[config.mk]
export PLATFORM = sky130hd
export DESIGN_NAME = clip_timer
export DESIGN_NICKNAME = d
export VERILOG_FILES = /design/src/rtl/clip_timer_pkg.sv /design/src/rtl/clip_timer_tick_divider.sv /design/src/rtl/clip_timer.sv
export SDC_FILE = /design/constraint.sdc
export NUM_CORES = 1
export LEC_CHECK = 0
export CORE_ASPECT_RATIO = 1.5
export CORE_UTILIZATION = 60
export CTS_BUF_LIST = sky130_fd_sc_hd__clkbuf_4
export CTS_CLUSTER_DIAMETER = 30
export DETAILED_ROUTE_END_ITERATION = 8
export PLACE_DENSITY = 0.86
export RECOVER_POWER = 25
export SYNTH_ARGS = -nofsm -noshare
export SYNTH_HDL_FRONTEND = slang
export SYNTH_SLANG_ARGS = --single-unit
export TNS_END_PERCENT = 50
[constraint.sdc]
create_clock -name clock -period 5.25 [get_ports clock]
set_clock_uncertainty 0.1 [all_clocks]
set_input_delay 0.7875 -clock clock [delete_from_list [all_inputs] [get_ports clock]]
set_output_delay 0.7875 -clock clock [all_outputs]
set_load 0.1 [all_outputs]
[src/rtl/clip_timer_pkg.sv]
// Shared types and parameter derivation for the clip timer.
// Rate and clip-length arithmetic lives here so the top and the bench-facing ports agree.
package clip_timer_pkg;

  typedef enum logic [1:0] {
    ST_IDLE = 2'd0,
    ST_RUN  = 2'd1,
    ST_DONE = 2'd2,
    ST_HOLD = 2'd3
  } state_e;

  typedef struct packed {
    int   div;
    int   depth;
    int   addr_w;
    logic ok;
  } clip_dims_t;

  // Guards against a zero sample rate so the division and modulo stay defined at elaboration.
  function automatic clip_dims_t clip_dims(input int clk_hz, input int sample_hz,
                                           input int clip_sec);
    clip_dims_t d;
    d.div    = (sample_hz > 0) ? clk_hz / sample_hz : 0;
    d.depth  = sample_hz * clip_sec;
    d.addr_w = (d.depth > 1) ? $clog2(d.depth) : 1;
    d.ok     = (sample_hz > 0) && (clk_hz > 0) && (clip_sec > 0) &&
               ((sample_hz > 0) ? (clk_hz % sample_hz == 0) : 1'b0) &&
               (d.div >= 2) && (d.depth >= 2);
    return d;
  endfunction

endpackage

[src/rtl/clip_timer_tick_divider.sv]
// Sample-rate prescaler: registered one-cycle tick every DIV cycles of continuous run.
// Latency: first tick DIV edges after the edge that released clear; clear or !run zeroes it at once.
module tick_divider #(
  parameter int DIV = 4
) (
  input  logic clock,
  input  logic reset_n,
  input  logic clear,
  input  logic run,
  output logic tick
);

  localparam int              PW   = (DIV > 1) ? $clog2(DIV) : 1;
  localparam logic [PW-1:0]   LAST = PW'(DIV - 1);

  logic [PW-1:0] presc_q, presc_d;
  logic          tick_q, tick_d;

  always_comb begin
    presc_d = presc_q;
    tick_d  = 1'b0;
    if (clear || !run) begin
      presc_d = '0;
    end else if (presc_q == LAST) begin
      presc_d = '0;
      tick_d  = 1'b1;
    end else begin
      presc_d = presc_q + 1'b1;
    end
  end

  always_ff @(posedge clock) begin
    if (!reset_n) begin
      presc_q <= '0;
      tick_q  <= 1'b0;
    end else begin
      presc_q <= presc_d;
      tick_q  <= tick_d;
    end
  end

  assign tick = tick_q;

endmodule

[src/rtl/clip_timer.sv]
// Clip timer: sample strobe + address generator, seconds2 pulse after DEPTH samples.
// Latency: first tick DIV cycles after timer is taken, seconds2 at DEPTH*DIV+1; no backpressure.
module clip_timer
  import clip_timer_pkg::*;
#(
  parameter  int         CLK_HZ    = 50_000_000,
  parameter  int         SAMPLE_HZ = 8_000,
  parameter  int         CLIP_SEC  = 2,
  localparam clip_dims_t DIMS      = clip_dims(CLK_HZ, SAMPLE_HZ, CLIP_SEC),
  localparam int         ADDR_W    = DIMS.addr_w
) (
  input  logic              clock,
  input  logic              reset_n,
  input  logic              timer,
  output logic              sample_tick,
  output logic [ADDR_W-1:0] addr,
  output logic              seconds2,
  output logic              busy
);

  localparam int              DIV       = DIMS.div;
  localparam int              DEPTH     = DIMS.depth;
  localparam logic [ADDR_W-1:0] LAST_ADDR = ADDR_W'(DEPTH - 1);

  if (!DIMS.ok) begin : g_bad_params
    $error("clip_timer: CLK_HZ must be a multiple of SAMPLE_HZ with DIV >= 2 and DEPTH >= 2");
  end

  state_e            state_q, state_d;
  logic [ADDR_W-1:0] addr_q, addr_d;
  logic              seconds2_q;
  logic              busy_q;
  logic              tick;

  // Prescaler only runs while RUN is held; an abort edge suppresses the tick it would have made.
  tick_divider #(
    .DIV (DIV)
  ) u_tick_divider (
    .clock   (clock),
    .reset_n (reset_n),
    .clear   (state_q != ST_RUN),
    .run     (timer),
    .tick    (tick)
  );

  always_comb begin
    state_d = state_q;
    addr_d  = addr_q;
    unique case (state_q)
      ST_IDLE: begin
        addr_d = '0;
        if (timer) state_d = ST_RUN;
      end
      ST_RUN: begin
        if (!timer) begin
          state_d = ST_IDLE;
          addr_d  = '0;
        end else if (tick) begin
          if (addr_q == LAST_ADDR) state_d = ST_DONE;
          else                     addr_d  = addr_q + 1'b1;
        end
      end
      ST_DONE: begin
        if (timer) begin
          state_d = ST_HOLD;
        end else begin
          state_d = ST_IDLE;
          addr_d  = '0;
        end
      end
      ST_HOLD: begin
        if (!timer) begin
          state_d = ST_IDLE;
          addr_d  = '0;
        end
      end
      default: begin
        state_d = ST_IDLE;
        addr_d  = '0;
      end
    endcase
  end

  always_ff @(posedge clock) begin
    if (!reset_n) begin
      state_q    <= ST_IDLE;
      addr_q     <= '0;
      seconds2_q <= 1'b0;
      busy_q     <= 1'b0;
    end else begin
      state_q    <= state_d;
      addr_q     <= addr_d;
      seconds2_q <= (state_d == ST_DONE);
      busy_q     <= (state_d != ST_IDLE);
    end
  end

  assign sample_tick = tick;
  assign addr        = addr_q;
  assign seconds2    = seconds2_q;
  assign busy        = busy_q;

endmodule
==> results_dict.tcl <==
set metrics [dict create \
    status "finished, final reports clean" \
    drt_iter0_markers 24 \
    insertion_delay_ns 0.33 \
    whs_ns 0.418 \
    start_kind "flop" \
    r2r-end "addr[13]$_SDFFE_PN0P_" \
    syn-num-nets 168 \
    crit_slowest_cell "clkdlybuf4s50_1" \
    max_slew_margin_pct 34.5 \
    cts_hold_buf 0 \
    worstPathArrival_ns 2.02 \
    dr.pass1.iters 4 \
    synth_cell_type_count 35 \
    clk_pin_slew_ns 0.09 \
    slowest_delay_ns 1.19 \
    dp_hpwl_um 2200 \
    syn_area_um2 1470 \
    cp_top_family "buffers and inverters" \
    finalSetupTns_ns 0 \
    drv_cap 0 \
    ys_ff_latch 32 \
    die_h_um 62.6 \
    drive_above_1_share_pct 8.02 \
    hold-path-endpoint "u_tick_divider.presc_q[0]$_SDFF_PP0_" \
    place.gp.congestion 0.900 \
    grt_pass1_wl_um 4910 \
    cts_buffers 5 \
    grt_max_degree 15 \
    antenna_found_initial 0 \
    die_w_um 42.4 \
    cts_setup_buffers 0 \
    ios 20 \
    grt_pass1_vias 1220 \
    path_max_fanout 7 \
    place_area_um2 1680 \
    netlist_instances 162 \
    min-delay-start "u_tick_divider.presc_q[0]$_SDFF_PP0_" \
    rsz0062_at_grt "no" \
    cts-resized-gates 0 \
    yosysTopAreaCell "dfxtp_1" \
    clockBufferDepth 2 \
    vdd_ir_drop_max_v 0.000211 \
    fin_area_um2 1740 \
    die_area_um2 2650 \
    viasPerCell 5.86 \
    drv_slew 0 \
    crit_chain "clkdlybuf4s50_1" \
    syn2layout_area_growth_pct 18.4 \
    rows 21 \
    initial_utilization_pct 64.9 \
    synth_seq_area_share_pct 43.7 \
    reg2reg_from "addr[10]$_SDFFE_PN0P_" \
    avgSynthCellArea_um2 9.05 \
    grt-ovfl-total 0 \
    fin_nets 192 \
    htreeDepth 2 \
    via_count 1231 \
    worstPathRequired_ns 4.36 \
    clock_sinks 32 \
    path_buf_inv 1 \
    cts_tree "done" \
    reg2reg_depth 5 \
    root_buffer "clkbuf_4" \
    fin_crit_ns 2.90 \
    final_cell_mix "nor2_1, dfxtp_1, clkdlybuf4s50_1" \
    io_buffers 19 \
    fmax_mhz 344 \
    power-per-cell-area_nw_per_um2 230 \
    worstHoldPathCells 1 \
    post-route-util_pct 76.9 \
    crit_path_end_kind "output port" \
    setup_viol 0 \
    r2r_slack_ns 3.20 \
    worst_pin_slew_ns 0.979 \
    coreArea_um2 2260 \
    period_share_pct 55.3 \
    synth_top_area_share_pct 43.7 \
    drc 0 \
    antenna_left 0 \
    hp-class "flop to flop" \
    routedWlPerCell_um 13.7 \
    p_leak_nw 0.584 \
    netlist_top_cells_area "dfxtp_1, xnor2_1, nor2_1, xor2_1, nand3_1" \
    finalWirelength_um 2870 \
    grt_usage_pct 24.5 \
    critPathKind "flop to output port" \
    antenna_cells 0 \
    hold_viol 0 \
    p_total_mw 0.399 \
    yosys_warnings 0 \
]
## kinds of logic (layout without fill, tap and decap cells)
kind of cell,Yosys count,after routing,share of synthesized area [%]
fa+ha+maj,3,3,2.56
simple gates,91,91,35.0
xor+xnor,21,21,12.5
buf+inv,7,32,1.88
compound gates,6,6,2.65
flops,32,32,43.7
mux,2,2,1.71
## where the power goes
group	internal, mW	switching (mW)	total [mW]
sequential	0.244	0.00146	0.245
clock	0.0617	0.0773	0.139
combinational	0.00455	0.0102	0.0148
total	0.310	0.0890	0.399
## metal layers
| metal | vias to the layer above | routed length (µm) | GRT usage [%] |
|---|---|---|---|
| met5 | - | 0 | 0 |
| met4 | 0 | 90 | 13.7 |
| met3 | 9 | 92 | 7.23 |
| met2 | 28 | 1610 | 44.6 |
| met1 | 581 | 1080 | 23.4 |
| li1 | 613 | - | - |
## flip-flops by register name, indices dropped and copies added (netlist names)
| signal | flops |
|---|---|
| addr | 14 |
| u_tick_divider.presc_q | 13 |
| state_q | 2 |
| busy | 1 |
| seconds2 | 1 |
| u_tick_divider.tick | 1 |
## how the worst max path moves through the flow
stage	start	end	slack [ns]	cells past startpoint
2_1_floorplan	addr[0]$_SDFFE_PN0P_	addr[13]$_SDFFE_PN0P_	2.63	6
3_3_place_gp	timer	addr[13]$_SDFFE_PN0P_	2.57	5
3_5_place_dp	timer	addr[13]$_SDFFE_PN0P_	2.47	5
4_1_cts	addr[9]$_SDFFE_PN0P_	addr[9]	2.34	1
5_1_grt	addr[9]$_SDFFE_PN0P_	addr[9]	2.27	1
6_report	addr[9]$_SDFFE_PN0P_	addr[9]	2.35	1
## through the flow
stage | setup WS, ns | instances
after detailed placement | 2.47 | 202
after global routing | 2.27 | 210
after floorplan | 2.63 | 162
after global placement | 2.57 | 202
final | 2.35 | 210
after CTS | 2.34 | 210
## area by class of cell
cell class | count | area, µm²
multi-input combinational | 123 | 798
sequential | 32 | 641
fill | 154 | 523
timing repair buffer | 20 | 198
clock buffer | 7 | 52.6
tap | 23 | 28.8
inverter | 4 | 15.0
clock inverter | 1 | 3.75
## synthesized netlist by cell type
library cell and instances:
dfxtp_1 32, nor2_1 32, xnor2_1 14, nand3_1 11, nand2_1 9, xor2_1 7, nor4_1 6, nand4_1 5
nor3_1 5, inv_1 4, and3_1 3, ha_1 3, nor2b_1 3, and2_1 2, and3_2 2, clkbuf_1 2
nand3b_1 2, nor3b_1 2, o21ai_0 2, a21boi_1 1, a21oi_1 1, a31o_1 1, and2b_1 1, and3b_1 1
and4_1 1, buf_2 1, mux2_4 1, mux2i_1 1, nand4_4 1, nand4b_1 1, nand4bb_2 1, nor4_2 1
nor4_4 1, o21a_1 1, or4b_1 1
Power figures use the tool's default switching activity.
